File: config.mk
export PLATFORM = sky130hd
export DESIGN_NAME = lcd_bar_display
export DESIGN_NICKNAME = d
export VERILOG_FILES = /design/src/rtl/lcd_pkg.sv /design/src/rtl/lcd_bar_display_bar_cell_gen.sv /design/src/rtl/lcd_bar_display.sv
export SDC_FILE = /design/constraint.sdc
export NUM_CORES = 1
export LEC_CHECK = 0
export CORE_MARGIN = 2
export CORE_UTILIZATION = 45
export CTS_CLUSTER_DIAMETER = 80
export DETAILED_ROUTE_END_ITERATION = 8
export GPL_ROUTABILITY_DRIVEN = 0
export PLACE_DENSITY = 0.68
export SLEW_MARGIN = 0
export SYNTH_ARGS = -nofsm -noshare
export SYNTH_HDL_FRONTEND = slang
export SYNTH_SLANG_ARGS = --single-unit
File: constraint.sdc
create_clock -name int_osc -period 2.9 [get_ports int_osc]
set_clock_uncertainty 0.1 [all_clocks]
set_input_delay 0.58 -clock int_osc [delete_from_list [all_inputs] [get_ports int_osc]]
set_output_delay 0.58 -clock int_osc [all_outputs]
set_load 0.005 [all_outputs]
File: src/rtl/lcd_pkg.sv
// Shared state encoding, HD44780 command bytes and bar glyphs for lcd_bar_display.
// LCD_HALF_BAR_EN adds the CGRAM state that loads the half-block glyph.
package lcd_pkg;

`ifdef LCD_HALF_BAR_EN
  typedef enum logic [2:0] {
    INIT_WAIT, CFG, CGRAM, IDLE, PARAM_POS, PARAM_CHAR, VALUE_POS, VALUE_CELL
  } state_t;
`else
  typedef enum logic [2:0] {
    INIT_WAIT, CFG, IDLE, PARAM_POS, PARAM_CHAR, VALUE_POS, VALUE_CELL
  } state_t;
`endif

  localparam logic [7:0] FUNC_SET = 8'h38;
  localparam logic [7:0] ENTRY    = 8'h06;
  localparam logic [7:0] DISP_ON  = 8'h0C;
  localparam logic [7:0] LINE1    = 8'h80;
  localparam logic [7:0] LINE2    = 8'hC0;
  localparam logic [7:0] CGRAM0   = 8'h40;

  localparam logic [7:0] FULL     = 8'hFF;
  localparam logic [7:0] BLANK    = 8'h20;
  localparam logic [7:0] HALF     = 8'h00;
  localparam logic [7:0] HALF_ROW = 8'h1C;

  localparam int CGRAM_ROWS = 8;

  function automatic logic [7:0] cfg_byte(input logic [1:0] idx);
    logic [7:0] b;
    case (idx)
      2'd0:    b = FUNC_SET;
      2'd1:    b = ENTRY;
      default: b = DISP_ON;
    endcase
    return b;
  endfunction

endpackage

File: src/rtl/lcd_bar_display_bar_cell_gen.sv
// Combinational bar-graph glyph for one column of the snapshot value.
// LCD_HALF_BAR_EN selects the half-cell rule; otherwise full cells only.
module bar_cell_gen
  import lcd_pkg::*;
#(
  parameter int COLS  = 16,
  parameter int VAL_W = 8,
  parameter int COL_W = 5
) (
  input  logic [VAL_W-1:0] value_i,
  input  logic [COL_W-1:0] col_i,
  output logic [7:0]       cell_o
);

  // One spare bit above VAL_W + clog2(COLS+1) keeps the doubled half-cell terms exact.
  localparam int PW = VAL_W + $clog2(COLS + 1) + 1;

  logic [PW-1:0] scaled_s;
  logic [PW-1:0] lo_thr_s;
`ifdef LCD_HALF_BAR_EN
  logic [PW-1:0] hi_thr_s;
`endif

  // Compare value*COLS against the column's threshold in units of 2^VAL_W.
  always_comb begin
`ifdef LCD_HALF_BAR_EN
    scaled_s = PW'(value_i) * PW'(2 * COLS);
    lo_thr_s = PW'(col_i) << (VAL_W + 1);
    hi_thr_s = lo_thr_s + (PW'(1'b1) << VAL_W);
    if (scaled_s > hi_thr_s) begin
      cell_o = FULL;
    end else if (scaled_s > lo_thr_s) begin
      cell_o = HALF;
    end else begin
      cell_o = BLANK;
    end
`else
    scaled_s = PW'(value_i) * PW'(COLS);
    lo_thr_s = PW'(col_i) << VAL_W;
    if (scaled_s > lo_thr_s) begin
      cell_o = FULL;
    end else begin
      cell_o = BLANK;
    end
`endif
  end

endmodule

File: src/rtl/lcd_bar_display.sv
// Initialises an HD44780-class LCD, then draws a parameter character and a bar graph
// per update. Optional macro LCD_HALF_BAR_EN loads a half-block glyph for half-cell bars.
module lcd_bar_display
  import lcd_pkg::*;
#(
  parameter int COLS        = 16,
  parameter int VAL_W       = 8,
  parameter int INIT_CYCLES = 800
) (
  input  logic             int_osc,
  input  logic             reset,
  input  logic             en,
  input  logic [VAL_W-1:0] value,
  input  logic [7:0]       param,
  input  logic             SPIDone,
  input  logic             dataDone,
  output logic             dataReady,
  output logic             RSin,
  output logic             RWin,
  output logic [7:0]       dataIn,
  output logic             busy
);

  localparam int IDX_W = $clog2(COLS + 9);
  localparam int CNT_W = (INIT_CYCLES > 0) ? $clog2(INIT_CYCLES + 1) : 1;

  localparam logic [CNT_W-1:0] INIT_LAST = CNT_W'(INIT_CYCLES);
  localparam logic [IDX_W-1:0] CFG_LAST  = IDX_W'(2);
  localparam logic [IDX_W-1:0] COL_LAST  = IDX_W'(COLS - 1);
  localparam logic [IDX_W-1:0] IDX_ZERO  = IDX_W'(0);
`ifdef LCD_HALF_BAR_EN
  localparam logic [IDX_W-1:0] CG_LAST   = IDX_W'(CGRAM_ROWS);
`endif

  state_t            state_q;
  logic [CNT_W-1:0]  cnt_q;
  logic [IDX_W-1:0]  idx_q;
  logic              pending_q;
  logic [VAL_W-1:0]  frame_val_q;
  logic [7:0]        frame_par_q;
  logic              ready_q;
  logic              rs_q;
  logic              rw_q;
  logic [7:0]        data_q;
  logic              busy_q;

  logic [7:0]        byte_d;
  logic              rs_d;
  logic              last_d;
  logic              post_d;
  state_t            nxt_d;
  logic [7:0]        cell_s;

  bar_cell_gen #(
    .COLS  (COLS),
    .VAL_W (VAL_W),
    .COL_W (IDX_W)
  ) u_cell (
    .value_i (frame_val_q),
    .col_i   (idx_q),
    .cell_o  (cell_s)
  );

  // Byte to issue in the current state/index, and where the state goes after its last byte.
  always_comb begin
    byte_d = 8'h00;
    rs_d   = 1'b0;
    last_d = 1'b1;
    post_d = 1'b0;
    nxt_d  = IDLE;
    case (state_q)
      CFG: begin
        byte_d = cfg_byte(idx_q[1:0]);
        last_d = (idx_q == CFG_LAST);
`ifdef LCD_HALF_BAR_EN
        nxt_d  = CGRAM;
`else
        post_d = 1'b1;
`endif
      end
`ifdef LCD_HALF_BAR_EN
      CGRAM: begin
        if (idx_q == IDX_ZERO) begin
          byte_d = CGRAM0;
          rs_d   = 1'b0;
        end else begin
          byte_d = HALF_ROW;
          rs_d   = 1'b1;
        end
        last_d = (idx_q == CG_LAST);
        post_d = 1'b1;
      end
`endif
      PARAM_POS: begin
        byte_d = LINE1;
        nxt_d  = PARAM_CHAR;
      end
      PARAM_CHAR: begin
        byte_d = frame_par_q;
        rs_d   = 1'b1;
        nxt_d  = VALUE_POS;
      end
      VALUE_POS: begin
        byte_d = LINE2;
        nxt_d  = VALUE_CELL;
      end
      VALUE_CELL: begin
        byte_d = cell_s;
        rs_d   = 1'b1;
        last_d = (idx_q == COL_LAST);
        post_d = 1'b1;
      end
      default: begin
        byte_d = 8'h00;
        rs_d   = 1'b0;
      end
    endcase
  end

  // Sequencer: init wait, byte handshakes, frame snapshot and pending-update latch.
  always_ff @(posedge int_osc) begin
    if (reset) begin
      state_q     <= INIT_WAIT;
      cnt_q       <= '0;
      idx_q       <= '0;
      pending_q   <= 1'b0;
      frame_val_q <= '0;
      frame_par_q <= 8'h00;
      ready_q     <= 1'b0;
      rs_q        <= 1'b0;
      rw_q        <= 1'b0;
      data_q      <= 8'h00;
      busy_q      <= 1'b0;
    end else if (en) begin
      rw_q <= 1'b0;
      // Snapshot paths below clear this again when they consume the update.
      if (SPIDone) begin
        pending_q <= 1'b1;
      end
      case (state_q)
        INIT_WAIT: begin
          busy_q <= 1'b1;
          if (cnt_q == INIT_LAST) begin
            state_q <= CFG;
            idx_q   <= '0;
          end else begin
            cnt_q <= cnt_q + CNT_W'(1);
          end
        end
        IDLE: begin
          if (SPIDone || pending_q) begin
            frame_val_q <= value;
            frame_par_q <= param;
            pending_q   <= 1'b0;
            idx_q       <= '0;
            state_q     <= PARAM_POS;
            busy_q      <= 1'b1;
          end else begin
            busy_q <= 1'b0;
          end
        end
        default: begin
          busy_q <= 1'b1;
          if (!ready_q) begin
            ready_q <= 1'b1;
            data_q  <= byte_d;
            rs_q    <= rs_d;
          end else if (dataDone) begin
            ready_q <= 1'b0;
            if (!last_d) begin
              idx_q <= idx_q + IDX_W'(1);
            end else if (!post_d) begin
              state_q <= nxt_d;
              idx_q   <= '0;
            end else if (SPIDone || pending_q) begin
              // Redraw straight away without passing through IDLE.
              frame_val_q <= value;
              frame_par_q <= param;
              pending_q   <= 1'b0;
              idx_q       <= '0;
              state_q     <= PARAM_POS;
            end else begin
              idx_q   <= '0;
              state_q <= IDLE;
              busy_q  <= 1'b0;
            end
          end else begin
            ready_q <= 1'b1;
          end
        end
      endcase
    end else begin
      rw_q <= 1'b0;
    end
  end

  assign dataReady = ready_q;
  assign RSin      = rs_q;
  assign RWin      = rw_q;
  assign dataIn    = data_q;
  assign busy      = busy_q;

endmodule
==> impl_metrics.sql <==
INSERT INTO impl_metrics (metric_group, metric, value, unit) VALUES
('clocking', 'postCtsResizedCells', '0', ''),
('hold_path', 'holdCritPathClass', 'reg2reg', ''),
('final_layout', 'insertedDiodeCount', '0', ''),
('clocking', 'cts-htree-levels', '2', ''),
('clocking', 'clock_insertion_delay_at_the_later_pin_of_the_skew_report', '290', 'ps'),
('global_routing', 'antenna_found_initial', '0', ''),
('clocking', 'clk_transition_reported_paths', '80', 'ps'),
('power', 'p_leak', '1.024', 'nW'),
('clocking', 'tritoncts', 'done', ''),
('global_routing', 'gr-total-overflow', '0', ''),
('hold_path', 'instance_count_along_the_most_critical_hold_path', '2', ''),
('final_layout', 'layout_commonest_cell', 'nand2_1', ''),
('synthesis', 'syn_inst', '287', ''),
('routing', 'via_per_inst', '5.368', ''),
('floorplan', 'coreArea', '0.005075', 'mm2'),
('final_layout', 'fin_nets', '347', ''),
('synthesis', 'primary_ff_master_synth', 'dfxtp_1', ''),
('job', 'drv_cap', '0', ''),
('sta', 'period_share', '80.07', '%'),
('synthesis', 'synth-async-reset-ratio', '0', '%'),
('sta', 'post-route-worst-setup-slack', '577.9', 'ps'),
('power', 'flop_pwr_share', '53.7', '%'),
('synthesis', 'synth.largest_area_cell', 'dfxtp_1', ''),
('floorplan', 'die_w', '76.30', 'um'),
('routing', 'detail-route-antenna-nets', '0', ''),
('placement', 'dp_slack', '340.2', 'ps'),
('setup_path', 'worstSetupStartpointType', 'flop', ''),
('clocking', 'cts_made_buffers', '5', ''),
('final_layout', 'drive_above_1_share', '5.696', '%'),
('power', 'power.ir.vdd_worst', '0.0002165', 'V'),
('clocking', 'clock_path_buffers', '2', ''),
('global_routing', 'grt_max_degree', '34', ''),
('sta', 'maxSlewHeadroom', '52.53', '%'),
('setup_path', 'critical_path_required', '3030', 'ps'),
('floorplan', 'rows', '26', ''),
('synthesis', 'synth_edf_count', '0', ''),
('global_routing', 'number_of_global_route_vias_before_repair', '1965', ''),
('synthesis', 'post_synth_main_area_contributors', 'dfxtp_1, nand2_1, mux2i_1', ''),
('setup_path', 'critPathMaxFanout', '16', ''),
('synthesis', 'postSynthAreaPerCell', '8.196', 'um2'),
('floorplan', 'dieHeight', '76.30', 'um'),
('final_layout', 'multi_input_gate_area', '0.001330', 'mm2'),
('setup_path', 'type_of_element_capturing_the_critical_path', 'flop', ''),
('routing', 'initialDrtViolationCount', '138', ''),
('routing', 'route.final.wire_length', '4.741', 'mm'),
('power', 'power_switching_share', '20.18', '%'),
('routing', 'dr_drc_count', '0', ''),
('global_routing', 'grt_first_pass_wirelength', '8.521', 'mm'),
('final_layout', 'area_growth_syn_to_layout', '21.06', '%'),
('sta', 'slew_violations', '0', ''),
('floorplan', 'num_io_pins', '33', ''),
('synthesis', 'portion_of_the_post_synthesis_area_used_by_sequential_elements', '39.15', '%'),
('synthesis', 'synth_top_area_share', '39.15', '%'),
('final_layout', 'final-instance-count-excl-fill', '386', ''),
('sta', 'max_freq', '430.6', 'MHz'),
('power', 'combPwrFrac', '5.9', '%'),
('power', 'power_frac_clock', '40.4', '%'),
('final_layout', 'mostFrequentLayoutCells', 'nand2_1, dfxtp_1, clkdlybuf4s50_1', ''),
('power', 'p_sw', '240.2', 'uW'),
('placement', 'place_inst', '379', ''),
('placement', 'hpwl_after_detailed_placement', '3.422', 'mm'),
('run_status', 'run_status', 'complete, no violations', ''),
('sta', 'setup-tns-final', '0', 'ps'),
('routing', 'dr.pass1.iters', '6', ''),
('clocking', 'clock-root-buffer', 'clkbuf_8', ''),
('floorplan', 'die_area', '0.005822', 'mm2'),
('routing', 'avgRoutedWirePerCell', '12.28', 'um'),
('sta', 'tightestPinTransition', '710.7', 'ps'),
('setup_path', 'arrival_time_reported_for_the_critical_path_endpoint', '2450', 'ps'),
('clocking', 'clock-sinks', '46', ''),
('final_layout', 'n_fill_cell', '492', '');
-- worst max-delay path: stages, from the launching register on --
cell and delay (ps):
dfxtp_1 610, nand3b_1 240, mux2i_1 170, o31a_1 300, nor4b_4 280, buf_4 330, mux2i_1 220
-- metrics by stage --
step | utilization, % | cell area, um2 | hold slack, ps
2_1_floorplan | - | 2352 | 329.5
6_report | 56.11 | 2848 | 357.1
3_5_place_dp | 53.90 | 2735 | 348.8
5_1_grt | 56.11 | 2848 | 377.7
4_1_cts | 56.11 | 2848 | 360.2
3_3_place_gp | 53.90 | 2735 | 340.4
-- worst paths after layout --
| path | startpoint | endpoint | slack [ps] |
|---|---|---|---|
| hold / removal | dataIn[7]$_SDFFE_PP0P_ | dataIn[7]$_SDFFE_PP0P_ | 360 |
| hold reg to reg | dataIn[7]$_SDFFE_PP0P_ | dataIn[7]$_SDFFE_PP0P_ | 360 |
| setup reg to reg | state_q[2]$_SDFFE_PP0P_ | frame_par_q[0]$_SDFFE_PP0P_ | 580 |
| setup / recovery | state_q[2]$_SDFFE_PP0P_ | frame_par_q[0]$_SDFFE_PP0P_ | 580 |
-- power by group through the flow --
| stage | combinational (mW) | clock (mW) | sequential [mW] |
|---|---|---|---|
| after CTS | 0.0716 | 0.496 | 0.639 |
| after floorplan | 0.0335 | 0 | 0.653 |
| final | 0.0706 | 0.480 | 0.639 |
| after detailed placement | 0.0712 | 0 | 0.654 |
| after global placement | 0.0705 | 0 | 0.654 |
| after global routing | 0.0793 | 0.528 | 0.640 |
-- cells in the mapped netlist (all sizes together), types with 4 or more instances --
master  count
nand2      52
dfxtp      46
nor2       28
a21oi      17
mux2i      17
clkbuf     12
o21ai      12
nand3      11
ha         10
inv         9
xor2        6
and3        5
nor2b       5
a31oi       4
buf         4
-- per-layer routing --
layer  share of wire [%]  track usage, %  vias up
met1                  49           23.02      980
met3                 3.5           4.147        6
met5                   0               0        -
met4                 1.4           6.000        0
li1                    -               -     1052
met2                  46           28.85       34
-- flip-flops by register name (all words and copies together) (netlist names) --
name,count
cnt_q,10
dataIn,8
frame_par_q,8
frame_val_q,8
idx_q,5
state_q,3
RSin,1
busy,1
dataReady,1
pending_q,1
-- cell families after synthesis --
| kind of cell | Yosys count | synth area share (%) |
|---|---|---|
| simple gates | 125 | 25.32 |
| compound gates | 54 | 14.79 |
| flops | 46 | 39.15 |
| buf+inv | 25 | 4.680 |
| mux | 17 | 7.234 |
| fa+ha+maj | 10 | 5.319 |
| xor+xnor | 9 | 3.351 |
| other cells | 1 | 0.1594 |
-- final cells by class --
cell class	count	share of cell area, %
clock buffers	6	2.900
clock inverters	1	1.054
inverters	9	1.186
multi-input cells	216	46.70
flip-flops and latches	46	32.34
well taps	70	3.076
repair buffers	38	12.74
Note: power is estimated with default switching activity, not from simulation.
